--- src/rtl/rx_sync_master_tx.sv ---
// Purpose: settings-bus armed sync generator; aligns a slave-sync pulse and a local RX sync to the next decimated sample strobe.
// Latency: busy one cycle after an accepted fire write; pulses start the cycle after the aligning rx_sample_strobe.
// Backpressure: none; fire writes arriving while busy are dropped and flagged in the sticky overrun bit.
module rx_sync_master_tx #(
    parameter logic [6:0] SYNC_ADDR = 7'd72
) (
    input  logic        master_clk,
    input  logic        reset,
    input  logic [6:0]  serial_addr,
    input  logic [31:0] serial_data,
    input  logic        serial_strobe,
    input  logic        rx_sample_strobe,
    output logic        sync_out,
    output logic        sync_rx_local,
    output logic        busy,
    output logic        overrun,
    output logic [15:0] fire_count
);

    typedef enum logic [1:0] {
        IDLE   = 2'd0,
        ARMED  = 2'd1,
        ACTIVE = 2'd2
    } state_t;

    state_t     state;
    state_t     state_nxt;
    logic       start;

    // Decoded settings-bus write fields
    logic       wr;
    logic       wr_fire;
    logic       wr_clr;
    logic       wr_abort;
    logic       unused_data_bits;

    // Configuration captured on the accepted fire write
    logic       cfg_pin;
    logic [7:0] cfg_w;
    logic [7:0] cfg_d;

    // Cycles elapsed in ACTIVE (0 on the first ACTIVE cycle)
    logic [7:0] cnt;
    logic [7:0] span;

    assign wr               = serial_strobe && (serial_addr == SYNC_ADDR);
    assign wr_fire          = wr && serial_data[0];
    assign wr_clr           = wr && serial_data[2];
    assign wr_abort         = wr && serial_data[3];
    assign unused_data_bits = ^{serial_data[31:24], serial_data[15:12]};

    // ACTIVE lasts until both the pin pulse and the local delay have elapsed
    assign span = (cfg_w > cfg_d) ? cfg_w : cfg_d;
    assign busy = (state != IDLE);

    // State register
    always_ff @(posedge master_clk) begin
        if (reset) begin
            state <= IDLE;
        end else begin
            state <= state_nxt;
        end
    end

    // Next-state logic; abort overrides every other transition
    always_comb begin
        state_nxt = state;
        start     = 1'b0;
        if (wr_abort) begin
            state_nxt = IDLE;
        end else begin
            case (state)
                IDLE: begin
                    if (wr_fire) begin
                        state_nxt = ARMED;
                    end
                end
                ARMED: begin
                    if (rx_sample_strobe) begin
                        state_nxt = ACTIVE;
                        start     = 1'b1;
                    end
                end
                ACTIVE: begin
                    if (cnt == span) begin
                        state_nxt = IDLE;
                    end
                end
                default: begin
                    state_nxt = IDLE;
                end
            endcase
        end
    end

    // Config capture, elapsed counter, fire counter and registered pulse outputs
    always_ff @(posedge master_clk) begin
        if (reset) begin
            cfg_pin       <= 1'b0;
            cfg_w         <= 8'd0;
            cfg_d         <= 8'd0;
            cnt           <= 8'd0;
            fire_count    <= 16'd0;
            sync_out      <= 1'b0;
            sync_rx_local <= 1'b0;
        end else begin
            if (state == IDLE && wr_fire && !wr_abort) begin
                cfg_pin <= serial_data[1];
                cfg_w   <= serial_data[11:4];
                cfg_d   <= serial_data[23:16];
            end

            if (start) begin
                cnt        <= 8'd0;
                fire_count <= fire_count + 16'd1;
            end else if (state == ACTIVE) begin
                cnt <= cnt + 8'd1;
            end

            if (state_nxt == ACTIVE) begin
                sync_out      <= cfg_pin && (start || (cnt < cfg_w));
                sync_rx_local <= start ? (cfg_d == 8'd0)
                                       : ((cfg_d != 8'd0) && (cnt == cfg_d - 8'd1));
            end else begin
                sync_out      <= 1'b0;
                sync_rx_local <= 1'b0;
            end
        end
    end

    // Sticky overrun: a dropped fire sets it, and setting beats a same-write clear
    always_ff @(posedge master_clk) begin
        if (reset) begin
            overrun <= 1'b0;
        end else if (wr_fire && busy && !wr_abort) begin
            overrun <= 1'b1;
        end else if (wr_clr) begin
            overrun <= 1'b0;
        end
    end

endmodule

--- config.mk ---
export PLATFORM = sky130hd
export DESIGN_NAME = rx_sync_master_tx
export DESIGN_NICKNAME = d
export VERILOG_FILES = /design/src/rtl/rx_sync_master_tx.sv
export SDC_FILE = /design/constraint.sdc
export NUM_CORES = 1
export LEC_CHECK = 0
export BUFFER_PORTS_ARGS = -buffer_cell sky130_fd_sc_hd__buf_2
export CAP_MARGIN = 10
export CORE_ASPECT_RATIO = 0.7
export CORE_MARGIN = 3
export CORE_UTILIZATION = 50
export DETAILED_ROUTE_END_ITERATION = 10
export PLACE_DENSITY = 0.83
export SLEW_MARGIN = 20
export SYNTH_ARGS = -nofsm -noshare
export SYNTH_HDL_FRONTEND = slang
export SYNTH_SLANG_ARGS = --single-unit
--- constraint.sdc ---
create_clock -name master_clk -period 3.4 [get_ports master_clk]
set_clock_uncertainty 0.05 [all_clocks]
set_input_delay 0.51 -clock master_clk [delete_from_list [all_inputs] [get_ports master_clk]]
set_output_delay 0.51 -clock master_clk [all_outputs]
set_load 0.05 [all_outputs]
==> results.txt, run 1 <==
The proportion of synthesized chip area in sequential cells came out at about 34%. The die span in y is 67.6 µm. The net count of the finished layout came out at ~420. TritonCTS built the clock tree. The final-layout fill cell count is between 400 and 500.

The final hold slack came out at between 0.3 and 0.4 ns. The slew at the pin with the worst max-slew slack came out at between 0.6 and 0.7 ns. The number of gates resized after CTS was 0. The total wire length after detailed routing came out at between 6000 and 7000 µm. For the final routed database, the setup TNS stands at 0 ns.

After synthesis, the cell types taking the most area are sky130_fd_sc_hd__dfxtp_1 34%, sky130_fd_sc_hd__mux2i_1 8.9%, sky130_fd_sc_hd__ha_1 8.3%. The flow ran to the end, and the final reports show no timing, DRC or antenna violations. Of the cells placed in the final design, the portion with a size suffix greater than 1 is a little under a fifth. Counting tap cells, the placed design contains a total of approximately 420 instances. STA classifies the critical path startpoint as a register.

The first-pass GRT wire length is around 11000 µm. The unique cell type count in the Yosys netlist is 44. The maximum ir drop on the vdd rail is around 0.26 mV. The post-route total power is 1000 µW. In the routed design, unresolved DRC markers number 0. The global placement routability congestion came out at 0.930. In this run, CTS created clock tree buffers numbering 5. The number of global-route vias before repair is 2301. The cell family contributing the most delay on the critical path is simple AND/OR/NAND/NOR gates. 0 antenna diodes ended up in the layout. The post-route non-filler standard cell count is approximately 430.

The final critical-path share of the clock period is approximately 88%. The number of standard-cell rows in the floorplan is 21. The first-pass iteration count of the detailed router came out at 4.

The data arrival time of the critical path came out at between 3 and 4 ns. The tightest min-delay check is of the in2reg type. The number of buffers inserted by hold repair at cts came out at 0. Of all cell types, the one taking the most synthesized area is sky130_fd_sc_hd__dfxtp_1.

The die covers ~6300 µm². The number of buffers inserted by post-CTS setup repair came out at 0. Setup repair after global routing left no endpoint under its margin. Using the TritonRoute via totals, the vias-per-cell ratio works out to between 5 and 6. The starting density of the core is ~54%. The category of the most critical setup path is reg2reg. The maximum cell stage delay along the critical path came out at roughly 0.58 ns. The area overhead of the layout relative to synthesis came out at 14.6%. The total of max-cap violations is 0.

The async set-or-reset flop fraction in the synthesized netlist is 0%. For this design, the slowest cell found on the critical path is sky130_fd_sc_hd__or4_1. When the netlist entered floorplanning its net count stood at 375.

The areal power density over the cells is ~320 nW/µm². The clock sink count is 46. The number of violations reported at the end of detailed-routing iteration 0 came out at between 200 and 250. Port buffering added 50 buffers. The final critical delay including setup and external delays came out at between 2 and 3 ns. The final routed wire length divided by cell count came out at 15.4 µm.

The via total after detailed routing is around 2400. The setup violation total in the final timing report is 0. The total number of yosys warnings is 0. For this design the static power due to leakage is 1.31 nW. STA classifies the critical path endpoint as a register. Walking the worst path, the cells encountered are inv_1 -> ha_1 -> nor2b_1 -> o211ai_1 -> a21oi_1 -> o22ai_2 -> mux2i_1 -> o22ai_1 -> or4_1 -> nor3b_1. The number of synthesized register bits came out at 46. Counting flops with a built-in enable in the synthesized netlist gives 0. The residual antenna-violating net count after detailed routing came out at 0.

The portion of synthesized cell area occupied by the leading cell type is about a third. The final standard cell utilization of the core came out at roughly 62%. The library cell used most frequently in the layout, excluding fill and tap cells, is sky130_fd_sc_hd__buf_2.

The count of mapped cells out of synthesis came out at 314. The worst relative slew slack came out at between 50% and 60%. The total half-perimeter wirelength after legalization and detailed placement came out at 5120 µm.

Pin placement for this block handled 63 I/O pins. The upper clock frequency limit is around 330 MHz. The region available for standard cell placement spans between 4000 and 5000 µm². The library cells used most frequently in the layout, excluding fill and tap cells, are 50 x sky130_fd_sc_hd__buf_2, 46 x sky130_fd_sc_hd__nor2_1, 46 x sky130_fd_sc_hd__dfxtp_1. The number of failing hold endpoints at the final stage came out at 0.

The count of buffer and inverter cells on the critical path came out at 1. Clock latency on the worst-skew pair, taken at its later pin, is approximately 0.30 ns. The buffer depth of the longest clock path is 2.

Clock-pin slew was measured on the worst setup and hold paths at approximately 0.1 ns. The buffer cell driving the clock tree root is sky130_fd_sc_hd__clkbuf_8. CTS built an H-tree with a depth of 2.

At the worst endpoint, the required time is about 3.5 ns. Entering global routing, the biggest net connects 37 pins. The total routing usage reported by global routing came out at 21.6%. In this run the cell area of the synthesized design comes to 2710 µm².

The initial antenna violation count was 0. The final max-slew violation count is 0. The most used flip-flop cell after synthesis is sky130_fd_sc_hd__dfxtp_1. The average cell area after synthesis came out at 8.62 µm². The overflow left after global routing came out at 0. The die is between 90 and 100 µm wide. The largest driver fanout on the critical path came out at 6.
## metal layers
| layer | vias up | global-route usage, % | share of wire, % |
|---|---|---|---|
| met5 | - | 0 | 0 |
| met4 | 0 | 4.32 | 0.83 |
| met3 | 8 | 6.68 | 9.6 |
| met2 | 101 | 33.3 | 44 |
| met1 | 1110 | 29.9 | 45 |
| li1 | 1191 | - | - |
## cell type report
cell class / count / area [µm²] / area share [%]
repair buffers: 51 / 258 / 8.31
well taps: 69 / 86.3 / 2.78
clock inverters: 3 / 48.8 / 1.57
flip-flops and latches: 46 / 921 / 29.7
multi-input cells: 234 / 1630 / 52.6
inverters: 23 / 86.3 / 2.78
clock buffers: 5 / 68.8 / 2.22
## worst register-to-register path, cell delays in order (launching register included)
cell and delay, ns:
sky130_fd_sc_hd__dfxtp_1 0.41, sky130_fd_sc_hd__inv_1 0.10, sky130_fd_sc_hd__ha_1 0.30, sky130_fd_sc_hd__nor2b_1 0.14
sky130_fd_sc_hd__o211ai_1 0.22, sky130_fd_sc_hd__a21oi_1 0.14, sky130_fd_sc_hd__o22ai_2 0.37, sky130_fd_sc_hd__mux2i_1 0.25
sky130_fd_sc_hd__o22ai_1 0.13, sky130_fd_sc_hd__or4_1 0.58, sky130_fd_sc_hd__nor3b_1 0.18
## final timing paths
path                         start                    end  slack (ns)  depth (start not counted)
max          cfg_d[1]$_SDFFE_PP0P_    sync_out$_SDFF_PP0_        0.41                         10
min                 serial_data[6]  cfg_w[2]$_SDFFE_PP0P_        0.39                          3
max reg2reg  cfg_d[1]$_SDFFE_PP0P_    sync_out$_SDFF_PP0_        0.41                         10
min reg2reg    state[1]$_SDFF_PP0_    state[0]$_SDFF_PP0_        0.41                          1
## through the flow
stage / setup WS, ns / cell area [µm²]
after floorplan: 0.850 / 2710
after global placement: 0.609 / 2980
after detailed placement: 0.485 / 2980
after CTS: 0.449 / 3100
after global routing: 0.276 / 3100
final: 0.412 / 3100
## registers in the layout (all words and copies together) (netlist names)
| signal | cells |
|---|---|
| cfg_d | 8 |
| cfg_pin | 1 |
| cfg_w | 8 |
| cnt | 8 |
| fire_count | 16 |
| overrun | 1 |
| state | 2 |
| sync_out | 1 |
| sync_rx_local | 1 |
## power by group
part           internal [mW]  switching (mW)
registers              0.538        0.000268
clock network          0.224           0.203
logic                 0.0161          0.0182
## cells by family after synthesis
family,count (synthesis),synth area share (%)
adder cells (fa/ha/maj),18,8.32
buffers and inverters,34,5.87
XOR/XNOR,30,9.71
AO/OA/AOI/OAI,50,11.6
multiplexers,25,9.29
flip-flops,46,34.0
AND/OR/NAND/NOR,111,21.2
## synth_stat cells (2+ instances only)
library cell and number:
sky130_fd_sc_hd__mux2i_1 24, sky130_fd_sc_hd__nor3b_1 3, sky130_fd_sc_hd__inv_1 23, sky130_fd_sc_hd__dfxtp_1 46, sky130_fd_sc_hd__o21ai_0 11, sky130_fd_sc_hd__ha_1 18, sky130_fd_sc_hd__or2_2 2, sky130_fd_sc_hd__buf_6 2
sky130_fd_sc_hd__a21oi_1 18, sky130_fd_sc_hd__nand4_1 9, sky130_fd_sc_hd__nand2_1 18, sky130_fd_sc_hd__o22ai_1 5, sky130_fd_sc_hd__xor2_1 13, sky130_fd_sc_hd__or3_1 5, sky130_fd_sc_hd__nor3_1 2, sky130_fd_sc_hd__a21o_1 3
sky130_fd_sc_hd__nor2b_1 3, sky130_fd_sc_hd__nand3_1 9, sky130_fd_sc_hd__nor4_1 2, sky130_fd_sc_hd__a221oi_1 3, sky130_fd_sc_hd__xnor2_1 17, sky130_fd_sc_hd__clkbuf_1 8, sky130_fd_sc_hd__nor2_1 46, sky130_fd_sc_hd__and3_1 3
sky130_fd_sc_hd__a22oi_1 2
Note: power is estimated with default switching activity, not from simulation.
==> run 2, diff against run 1 <==
--- a/config.mk
+++ b/config.mk
@@ -12,6 +12,7 @@
 export CORE_UTILIZATION = 50
 export DETAILED_ROUTE_END_ITERATION = 10
 export PLACE_DENSITY = 0.83
+export RECOVER_POWER = 100
 export SLEW_MARGIN = 20
 export SYNTH_ARGS = -nofsm -noshare
 export SYNTH_HDL_FRONTEND = slang
==> results.txt, run 2 (synthesis gave the netlist of run 1 again) <==
The flow ran to the end, and the final reports show no timing, DRC or antenna violations. The tightest min-delay check is of the in2reg type. The number of buffers added on ports is 50.

The number of antenna cells inserted is 0. Cells with a size suffix above 1 make up 12.2% of the layout. Setup violations remaining at the end of the flow were counted as 0. The count of cells resized by post-cts repair came out at 0.

Pin placement for this block handled 63 I/O pins. Post-CTS timing repair inserted 0 buffers for setup. The first-pass iteration count of the detailed router came out at 4. The final-layout fill cell count is 454.

The tree is rooted in a sky130_fd_sc_hd__clkbuf_8. Of all nets on the critical path, the largest fanout is 6. The number of failing hold endpoints at the final stage is 0. TritonCTS built the clock tree. In this run the core area contains 21 standard-cell rows. The core footprint is roughly 5000 µm². The final critical-path share of the clock period is 87.9%. The maximum ir drop on the vdd rail is 0.267 mV. The first-pass GRT wire length is roughly 11000 µm. The number of hold buffers added after CTS was 0. The most critical setup path has its startpoint at cfg_d[1]$_SDFFE_PP0P_.

The area overhead of the layout relative to synthesis came out at 12.4%. The global-route layer with the greatest usage is met2. The critical path data required time came out at 3.53 ns. The global placement routability congestion is 0.930. The upper clock frequency limit is about 330 MHz. The flip-flop count of the largest register, all copies and words added came out at 16. The number of global-route vias before repair came out at ~2300. The number of violations reported at the end of detailed-routing iteration 0 is around 180. The worst hold path begins at serial_data[6]. The clock reaches the later pin of the worst-skew pair after 0.30 ns. The post-route total power came out at around 1000 µW.

The data arrival time of the critical path came out at 3.11 ns. In the layout the commonest cells are 46 x sky130_fd_sc_hd__nor2_1, 46 x sky130_fd_sc_hd__dfxtp_1, 30 x sky130_fd_sc_hd__buf_2. The die span in y came out at 67.6 µm.

For this design the ratio of total power to cell area is ~330 nW/µm². The starting density of the core came out at 54.2%. The number of buffers added by the clock tree synthesis step came out at 5. By startpoint and endpoint, the worst setup path is classified as reg2reg. The slack of the critical path is 0.411 ns. The worst relative slew slack is 44.4%. The pin count of the biggest net entering global routing is 37. The met2 track utilization from global routing came out at roughly 33%. The final routed DRC violation total is 0. Setup repair after global routing left no endpoint under its margin. The analysis attributes to cell leakage a power of 1.21 nW. The cell area after layout came out at 3040 µm².

The register bank with the most flops is fire_count. The clock transition at the registers of the reported paths came out at 0.10 ns. The total of max-cap violations came out at 0. The setup total negative slack is 0 ns.

After detailed routing, the total wire length is 6640 µm. The total area of multi-input combinational cells is 1600 µm². The overflow left after global routing is 0. The slew at the pin with the worst max-slew slack came out at between 0.8 and 0.9 ns. The net count of the finished layout is 422. Registers take between 900 and 1000 µm². The CTS H-tree depth is 2. The worst setup path is captured at a register.

The buffer depth of the longest clock path came out at 2. The total routing usage reported by global routing came out at a little over a fifth. For this run, global-route usage on met1 was measured as around 30%. The final critical delay including setup and external delays is 2.99 ns. In this run the critical register-to-register path is launched from cfg_d[1]$_SDFFE_PP0P_. The instance area at placement is slightly below 3000 µm². The clock sink count came out at 46. STA classifies the critical path startpoint as a register. The via total after detailed routing is about 2400. The final max-slew violation count came to 0. The met3 track demand over resource in global routing is 6.68%.

In this run the horizontal extent of the chip is around 94 µm. The via density per instance came out at between 5 and 6. The total half-perimeter wirelength after legalization and detailed placement is approximately 5000 µm. The final routed wire length divided by cell count is ~15 µm. The residual antenna-violating net count after detailed routing is 0. The worst setup timing slack at the placement stage came out at around 0.49 ns. The total die area came out at roughly 6300 µm². The initial antenna violation count is 0.
==> run 2: changes by cell type in the layout (fill, tap and decap cells not counted), sizes merged <==
| cell | previous run | this run |
|---|---|---|
| clkbuf | 5 | 26 |
| buf | 51 | 30 |
==> run 2: stage by stage <==
step / hold slack, ns / util (%) / instances
floorplan: 0.374 / - / 314
global placement: 0.390 / 59.8 / 423
detailed placement: 0.403 / 59.8 / 423
CTS: 0.386 / 62.1 / 431
global route: 0.394 / 60.9 / 431
finish: 0.388 / 60.9 / 431
==> run 2: layout make-up <==
type / instances / area share [%]
repair buffers: 51 / 7.57
clock inverters: 3 / 1.60
clock buffers: 5 / 2.26
multi-input cells: 234 / 52.6
well taps: 69 / 2.84
flip-flops and latches: 46 / 30.3
inverters: 23 / 2.84
==> run 2: power by group <==
part | internal (mW) | switching, mW
combinational | 0.0153 | 0.0166
clock | 0.224 | 0.204
sequential | 0.538 | 0.000266
total | 0.778 | 0.221
==> run 2: critical path, cell delays in order (launching register included) <==
cell	delay, ns
sky130_fd_sc_hd__dfxtp_1	0.42
sky130_fd_sc_hd__inv_1	0.10
sky130_fd_sc_hd__ha_1	0.30
sky130_fd_sc_hd__nor2b_1	0.14
sky130_fd_sc_hd__o211ai_1	0.21
sky130_fd_sc_hd__a21oi_1	0.14
sky130_fd_sc_hd__o22ai_2	0.37
sky130_fd_sc_hd__mux2i_1	0.25
sky130_fd_sc_hd__o22ai_1	0.12
sky130_fd_sc_hd__or4_1	0.58
sky130_fd_sc_hd__nor3b_1	0.18
==> run 2: path summary, 6_finish.rpt <==
check / end / slack, ns / cells after the start
worst min register to register: state[0]$_SDFF_PP0_ / 0.42 / 1
worst max register to register: sync_out$_SDFF_PP0_ / 0.41 / 10
worst max-delay path: sync_out$_SDFF_PP0_ / 0.41 / 10
worst min-delay path: cfg_w[2]$_SDFFE_PP0P_ / 0.39 / 3
==> run 2: per-layer routing <==
| layer | routed length (µm) | share of wire [%] |
|---|---|---|
| met1 | 3020 | 45 |
| met3 | 645 | 9.7 |
| met5 | 0 | 0 |
| met2 | 2910 | 44 |
| met4 | 63 | 0.95 |
